==> src/rtl/shift_pattern_detector.sv <==
// shift_pattern_detector
// Holds a WIDTH-bit pattern register that is loaded one bit at a time from
// debounced button levels. The register can also auto-rotate on tickGen ticks
// or be frozen. The block flags each hit of PATTERN once the register has been
// completely filled, and keeps a saturating count of those hits.
module shift_pattern_detector #(
    parameter int              WIDTH   = 8,
    parameter logic [WIDTH-1:0] PATTERN = WIDTH'(8'b1011_0001),
    parameter int              CNT_W   = 8
) (
    input  logic             clk,
    input  logic             rst_n,
    input  logic             tick,
    input  logic             btnOne,
    input  logic             btnZero,
    input  logic             btnClr,
    input  logic             dir,
    input  logic [1:0]       mode,
    output logic [WIDTH-1:0] shiftReg,
    output logic             full,
    output logic             match,
    output logic [CNT_W-1:0] matchCnt
);

    localparam logic [1:0] MODE_MANUAL = 2'b00;
    localparam logic [1:0] MODE_ROTATE = 2'b01;

    localparam int               FILL_W   = $clog2(WIDTH + 1);
    localparam logic [FILL_W-1:0] FILL_MAX = FILL_W'(WIDTH);
    localparam logic [CNT_W-1:0]  CNT_MAX  = {CNT_W{1'b1}};

    logic              oneQ;
    logic              zeroQ;
    logic              clrQ;
    logic              oneRise;
    logic              zeroRise;
    logic              clrRise;

    logic [FILL_W-1:0] fillCnt;
    logic [FILL_W-1:0] fillNext;
    logic [WIDTH-1:0]  regNext;
    logic              anyEvent;
    logic              fullNext;
    logic              hit;

    assign oneRise  = btnOne  & ~oneQ;
    assign zeroRise = btnZero & ~zeroQ;
    assign clrRise  = btnClr  & ~clrQ;

    // Remember the previous button levels so a held button produces one rise.
    // NOTE: sequential state uses non-blocking assignments so every flop samples
    // the pre-edge values of the others, independent of statement order.
    always_ff @(posedge clk or negedge rst_n) begin
        if (!rst_n) begin
            oneQ  <= 1'b0;
            zeroQ <= 1'b0;
            clrQ  <= 1'b0;
        end else begin
            oneQ  <= btnOne;
            zeroQ <= btnZero;
            clrQ  <= btnClr;
        end
    end

    // Work out the next register and fill values for this cycle's event.
    // NOTE: every output of this block is given a default first, so no path
    // leaves a variable unassigned and no latch is inferred.
    always_comb begin
        regNext  = shiftReg;
        fillNext = fillCnt;
        anyEvent = 1'b0;
        case (mode)
            MODE_MANUAL: begin
                // Both data buttons rising together is ambiguous: drop it.
                if (oneRise ^ zeroRise) begin
                    anyEvent = 1'b1;
                    regNext  = dir ? {shiftReg[WIDTH-2:0], oneRise}
                                   : {oneRise, shiftReg[WIDTH-1:1]};
                    if (fillCnt != FILL_MAX) begin
                        fillNext = fillCnt + 1'b1;
                    end
                end
            end
            MODE_ROTATE: begin
                if (tick) begin
                    anyEvent = 1'b1;
                    regNext  = dir ? {shiftReg[WIDTH-2:0], shiftReg[WIDTH-1]}
                                   : {shiftReg[0], shiftReg[WIDTH-1:1]};
                end
            end
            default: begin
                // Hold: register and fill level stay frozen.
            end
        endcase
    end

    assign fullNext = (fillNext == FILL_MAX);
    assign hit      = anyEvent & (regNext == PATTERN) & fullNext;
    assign full     = (fillCnt == FILL_MAX);

    // Update the pattern register, fill level, match pulse and hit counter;
    // a clear edge overrides whatever the current mode would do.
    always_ff @(posedge clk or negedge rst_n) begin
        if (!rst_n) begin
            shiftReg <= '0;
            fillCnt  <= '0;
            match    <= 1'b0;
            matchCnt <= '0;
        end else if (clrRise) begin
            shiftReg <= '0;
            fillCnt  <= '0;
            match    <= 1'b0;
            matchCnt <= '0;
        end else begin
            shiftReg <= regNext;
            fillCnt  <= fillNext;
            match    <= hit;
            if (hit && (matchCnt != CNT_MAX)) begin
                matchCnt <= matchCnt + 1'b1;
            end
        end
    end

endmodule

==> config.mk <==
export PLATFORM = sky130hd
export DESIGN_NAME = shift_pattern_detector
export DESIGN_NICKNAME = d
export VERILOG_FILES = /design/src/rtl/shift_pattern_detector.sv
export SDC_FILE = /design/constraint.sdc
export NUM_CORES = 1
export LEC_CHECK = 0
export BUFFER_PORTS_ARGS = -buffer_cell sky130_fd_sc_hd__buf_2
export CORE_ASPECT_RATIO = 0.75
export CORE_MARGIN = 2
export CORE_UTILIZATION = 54
export CTS_BUF_LIST = sky130_fd_sc_hd__clkbuf_8 sky130_fd_sc_hd__clkbuf_16
export DETAILED_ROUTE_END_ITERATION = 10
export PLACE_DENSITY = 0.78
export SYNTH_ARGS = -nofsm -noshare
export SYNTH_HDL_FRONTEND = slang
export SYNTH_SLANG_ARGS = --single-unit
==> constraint.sdc <==
create_clock -name clk -period 2.6 [get_ports clk]
set_input_delay 0.13 -clock clk [delete_from_list [all_inputs] [get_ports clk]]
set_output_delay 0.13 -clock clk [all_outputs]
set_load 0.01 [all_outputs]
==> summary.txt, run 1 <==
Timing
  – Relative slew slack: 64.5%
  – Min Tclk post-route: 2.42 ns
  – RSZ-0062 raised after global routing: false
  – Max Fclk: 413 MHz
  – Period Utilization, post-route: 93.2%
  – Worst slew pin tran: 0.532 ns
  – Final setup vio count: 0
  – Max-slew violations: 0
  – Setup TNS: 0 ns
  – Setup Skew: 0.00236 ns
  – Final worst slack: 0.176 ns
  – Final Hold Vio Count: 0

Place
  – I/O Buffers: 26
  – Hpwl dp: 2160 um
  – Placer Congestion: 0.812
  – Placed Cells: 204
  – Dpl ws: 0.130 ns

Clock network
  – Max Buffers Root-to-Sink: 2
  – Clk sink count: 24
  – Htree depth: 1
  – Clock network latency to the later pin of the worst-skew pair: 0.27 ns
  – CTS tree: done
  – Num CTS Buffers: 3
  – Post_cts resized: 0
  – Clk root buf: clkbuf_8
  – Clock slew at reported path FFs: 0.08 ns

Worst setup path
  – Critical path startpoint category: input port
  – Worst Path Required: 2.79 ns
  – Critical Path End Type: register
  – Crit path max fanout: 8
  – Critical path type: in -> reg
  – Critical Path AT: 2.62 ns

Global route
  – Largest net degree at the start of global routing: 25
  – Gr ovfl total: 0
  – Overall routing resource usage: 21.1%
  – Initial antenna violation count: 0
  – First-pass GRT wire length: 5110 um
  – Number of global-route vias before repair: 1124

Power
  – Peak VDD IR: 0.000400 V
  – Cell Pwr Density: 500 nW/um^2
  – Leak Pwr: 0.000811 uW
  – Tot Pwr: 840 uW

Floorplan
  – Die area: 3060 sq um
  – Chip Width: 63.2 um
  – Initial Utilization: 55.5%
  – Row cnt: 16
  – Ports: 27
  – Die height: 48.4 um
  – Core ar.: 2560 sq um

Logic synthesis
  – Most instantiated library cell after synthesis: dfrtp_1
  – Syn Area/Cell: 9.87 sq um
  – Top cell type's share of synthesized area: 42.3%
  – Most frequent cells after synthesis: dfrtp_1 (24), nor2_1 (19), inv_1 (9)
  – Post-synth EDFFs: 0
  – Distinct cell type count of the synthesized netlist: 45
  – Number of synthesized register bits: 24
  – Main synth FF type: dfrtp_1
  – Number of synthesis warnings: 0
  – Post-synthesis sequential area ratio: 42.3%
  – Synth area leader: dfrtp_1
  – Mapped Area: 1420 sq um
  – Async S/R FF share, synth: 100%
  – Net Count, Synth: 156
  – Synth area leaders: dfrtp_1 (42%), mux2i_1 (5.6%), nor2_1 (5.0%)
  – Post-Synthesis Cells: 144

Routing
  – Routed len/inst: 14.1 um
  – Initial DRC count: 43
  – Pre-antenna DRT Iters: 4
  – Routed WL: 3000 um
  – Via/cell ratio: 5.66
  – Via count: 1199
  – Drt drc: 0
  – Routed Antenna Nets: 0

Layout
  – Final Non-Filler Cells: 212
  – Layout cells sized above 1: 25.0%
  – Layout area overhead: 18.3%
  – Final Util: 65.6%
  – Antenna fix cells: 0
  – Fin nets: 189

Min path
  – Hold WC Path Type: in -> reg

Flow run
  – Max Cap Viol: 0

Outcome
  – Status: complete, no violations
[layout by cell type (no fill, tap or decap), types with 2 or more instances in the layout]
master         count
nand3_1            6
nor2_1            19
nand3b_1           4
clkbuf_8           4
buf_2             26
buf_4              3
dfrtp_1           24
xnor2_1            3
and2b_1            2
nor2b_1            2
and3_1             6
nand2_1            5
nor4b_1            2
a21bo_2            2
mux2i_1            8
inv_1              9
nand4_1            2
and2_1             2
dlygate4sd3_1      3
a31oi_1            3
a211oi_1           7
a21oi_1            8
ha_1               3
[where the power goes]
group	switching [uW]	internal, uW	total [uW]	leakage (uW)
clock network	116	135	252	0.0000288
logic	88.4	69.2	158	0.000464
registers	33.6	398	431	0.000318
total	238	602	840	0.000811
[cell type report]
| type | instances | area [sq um] |
|---|---|---|
| clock buffers | 4 | 55.1 |
| flip-flops and latches | 24 | 601 |
| multi-input cells | 107 | 764 |
| repair buffers | 32 | 183 |
| inverters | 9 | 33.8 |
| fillers | 229 | 881 |
| well taps | 36 | 45.0 |
[critical path: stages]
cell           delay (ns)
dlygate4sd3_1        0.53
buf_2                0.13
nor2b_4              0.12
xnor2_2              0.20
and2_1               0.23
o311ai_1             0.43
nand2b_1             0.15
or4_1                0.52
a21oi_1              0.17
[logic make-up after synthesis]
family | synth area share (%)
compound gates | 16.7
xor+xnor | 2.99
fa+ha+maj | 2.64
buf+inv | 3.96
flops | 42.3
mux | 5.63
simple gates | 25.8
[worst paths after layout]
| check | startpoint | end | slack [ns] | cells past startpoint |
|---|---|---|---|---|
| worst min register to register | matchCnt[6] | matchCnt[6] | 0.52 | 1 |
| worst min-delay path | btnOne | oneQ | 0.02 | 1 |
| worst max register to register | oneQ | matchCnt[7] | 0.27 | 7 |
| min in group asynchronous | rst_n | shiftReg[6] | 0.36 | 2 |
| max in group asynchronous | rst_n | matchCnt[7] | 1.88 | 2 |
| worst max-delay path | btnZero | matchCnt[7] | 0.18 | 9 |
[metrics by stage]
step | hold slack (ns) | area, sq um
floorplan | -0.166 | 1420
finish | 0.0223 | 1680
detailed placement | 0.143 | 1590
CTS | 0.0198 | 1670
global route | 0.0169 | 1680
global placement | 0.137 | 1590
[state kept, by name, summed over array words and instances, names as in the netlist]
name / count
match: 1
fillCnt: 4
shiftReg: 8
oneQ: 1
zeroQ: 1
matchCnt: 8
clrQ: 1
[metal layers]
metal	global-route usage [%]	wire [um]	vias to the layer above	share of wire, %
met5	0	0	-	0
met4	4.35	25	0	0.83
met3	4.88	114	5	3.8
met2	36.9	1460	30	49
met1	26.9	1400	574	47
li1	-	-	590	-
[repair_timing]
action	4_1_cts	5_1_grt
setup buffers	0	1
hold buffers	3	0
setup endpoints to repair	0	6
endpoints found under the hold margin	26	0
Note: power is estimated with default switching activity, not from simulation.
==> run 2: changes to the inputs <==
- CORE_UTILIZATION: 54 -> 45
- PLACE_DENSITY: 0.78 -> 0.67
==> summary.txt, run 2 (synthesis results as in run 1) <==
Layout
  – # fillers: 257 (was 229)
  – Most frequent cells in the layout: buf_2 (26), dfrtp_1 (24), nor2_1 (19), inv_1 (9) (unchanged)
  – Antenna fix cells: 0 (unchanged)
  – Final design instance area without fill: 1700 sq um (was 1680 sq um)
  – Final Util: 57.1% (was 65.6%)
  – Layout cells sized above 1: 25.0% (unchanged)
  – Largest registers: matchCnt: 8 flops, shiftReg: 8 flops, fillCnt: 4 flops (unchanged)
  – Layout area overhead: 19.6% (was 18.3%)
  – Fin nets: 189 (unchanged)
  – Commonest non-fill, non-tap cell in the layout: buf_2 (unchanged)

Global route
  – Initial antenna violation count: 0 (unchanged)
  – Gr ovfl total: 0 (unchanged)
  – First-pass GRT wire length: 4990 um (was 5110 um)
  – Overall routing resource usage: 18.9% (was 21.1%)
  – Number of global-route vias before repair: 1100 (was 1124)
  – Largest net degree at the start of global routing: 25 (unchanged)

Routing
  – Drt drc: 0 (unchanged)
  – Initial DRC count: 32 (was 43)
  – Via count: 1180 (was 1199)
  – Via/cell ratio: 5.51 (was 5.66)
  – DR WL met2: 1380 um (was 1460 um)
  – Routed Antenna Nets: 0 (unchanged)
  – Pre-antenna DRT Iters: 4 (unchanged)
  – WL met1: 1470 um (was 1400 um)
  – Top Layer Used: met4 (unchanged)
  – Routed WL: 3040 um (was 3000 um)
  – Routed len/inst: 14.2 um (was 14.1 um)
  – Met3 wire length: 126 um (was 114 um)

Timing
  – Max Fclk: 429 MHz (was 413 MHz)
  – Min Tclk post-route: 2.33 ns (was 2.42 ns)
  – Worst slew pin tran: 0.541 ns (was 0.532 ns)
  – RSZ-0062 raised after global routing: false (unchanged)
  – Setup Skew: 0.00144 ns (was 0.00236 ns)
  – Period Utilization, post-route: 89.6% (was 93.2%)
  – Final Hold Vio Count: 0 (unchanged)
  – Setup TNS: 0 ns (unchanged)
  – Max-slew violations: 0 (unchanged)
  – Hold WS: 0.0304 ns (was 0.0223 ns)
  – Final setup vio count: 0 (unchanged)
  – Relative slew slack: 63.9% (was 64.5%)

Outcome
  – Status: complete, no violations (unchanged)

Worst setup path
  – Critical Path End Type: register (unchanged)
  – Critical path type: in -> reg (unchanged)
  – Reg2reg path depth: 9 (was 7)
  – R2R setup slack: 0.28 ns (was 0.27 ns)
  – Critical Path AT: 2.53 ns (was 2.62 ns)
  – Reg2reg start: fillCnt[0] (was oneQ)
  – Worst Path Required: 2.80 ns (was 2.79 ns)
  – Critical path startpoint category: input port (unchanged)
  – Crit path max fanout: 8 (unchanged)
  – Reg2reg end: matchCnt[7] (unchanged)

Floorplan
  – Die height: 52.7 um (was 48.4 um)
  – Row cnt: 17 (was 16)
  – Die area: 3630 sq um (was 3060 sq um)
  – Initial Utilization: 47.7% (was 55.5%)
  – Chip Width: 68.9 um (was 63.2 um)
  – Ports: 27 (unchanged)
  – Core ar.: 2980 sq um (was 2560 sq um)

Min path
  – Worst hold endpoint: oneQ (unchanged)
  – Hold_sp: btnOne (unchanged)
  – Hold WC Path Type: in -> reg (unchanged)
  – Hold depth: 1 (unchanged)

Place
  – Placer Congestion: 0.884 (was 0.812)
  – I/O Buffers: 26 (unchanged)
  – Placement Cell Area: 1600 sq um (was 1590 sq um)
  – Hpwl dp: 2160 um (about the same)

Clock network
  – Clock slew at reported path FFs: 0.08 ns (about the same)
  – Clk root buf: clkbuf_8 (unchanged)
  – CTS tree: done (unchanged)
  – Clock network latency to the later pin of the worst-skew pair: 0.27 ns (about the same)
  – Post_cts resized: 0 (unchanged)
  – Max Buffers Root-to-Sink: 2 (unchanged)
  – Clk sink count: 24 (unchanged)
  – Htree depth: 1 (unchanged)
  – Num CTS Buffers: 3 (unchanged)

Power
  – Peak VDD IR: 0.000302 V (was 0.000400 V)
  – Cell Pwr Density: 537 nW/um^2 (was 500 nW/um^2)
  – Leak Pwr: 0.000818 uW (was 0.000811 uW)

Flow run
  – Max Cap Viol: 0 (unchanged)
[run 2: cell count changes in the layout (fill, tap and decap cells not counted), sizes merged]
cell	previous run	this run
bufinv	0	1
clkbuf	4	3
[run 2: power by group]
group          total, uW  internal [uW]  switching, uW
Clock                326            206            120
Sequential           432            398           34.0
Combinational        155           68.9           86.5
[run 2: per-layer routing]
metal	vias to the layer above	GRT usage (%)
li1	586	-
met1	559	23.7
met2	27	31.1
met3	8	5.16
met4	0	6.86
met5	-	0
[run 2: area by class of cell]
type,count,area [sq um],area share (%)
multi-input combinational,107,764,45.0
tap,38,47.5,2.80
clock buffer,3,41.3,2.43
timing repair buffer,32,183,10.7
inverter,9,33.8,1.99
clock inverter,1,30.0,1.77
sequential,24,601,35.3
[run 2: repair_timing]
| action | 4_1_cts | 5_1_grt |
|---|---|---|
| hold buffers | 3 | 0 |
| buffers inserted | 0 | 0 |
| endpoints found under the hold margin | 26 | 0 |
[run 2: how the worst max path moves through the flow]
stage,startpoint,endpoint,slack [ns],depth (start not counted)
after floorplan,fillCnt[0],matchCnt[1],0.42,9
after global placement,fillCnt[0],matchCnt[1],0.34,10
after detailed placement,fillCnt[0],matchCnt[6],0.32,9
after CTS,fillCnt[0],matchCnt[6],0.29,9
after global routing,fillCnt[0],matchCnt[7],0.11,9
final,btnZero,matchCnt[7],0.27,9
[run 2: worst max-delay path: stages]
cell,delay (ns)
dlygate4sd3_1,0.53
buf_2,0.12
nor2b_4,0.12
xnor2_2,0.18
and2_1,0.23
o311ai_1,0.38
nand2b_1,0.15
or4_1,0.51
a21oi_1,0.15
[run 2: through the flow]
| stage | instances | power [uW] | setup WS, ns |
|---|---|---|---|
| after floorplan | 144 | 531 | 0.416 |
| after detailed placement | 207 | 590 | 0.321 |
| after CTS | 214 | 925 | 0.289 |
| final | 214 | 913 | 0.270 |
| after global routing | 214 | 966 | 0.115 |
| after global placement | 207 | 585 | 0.338 |
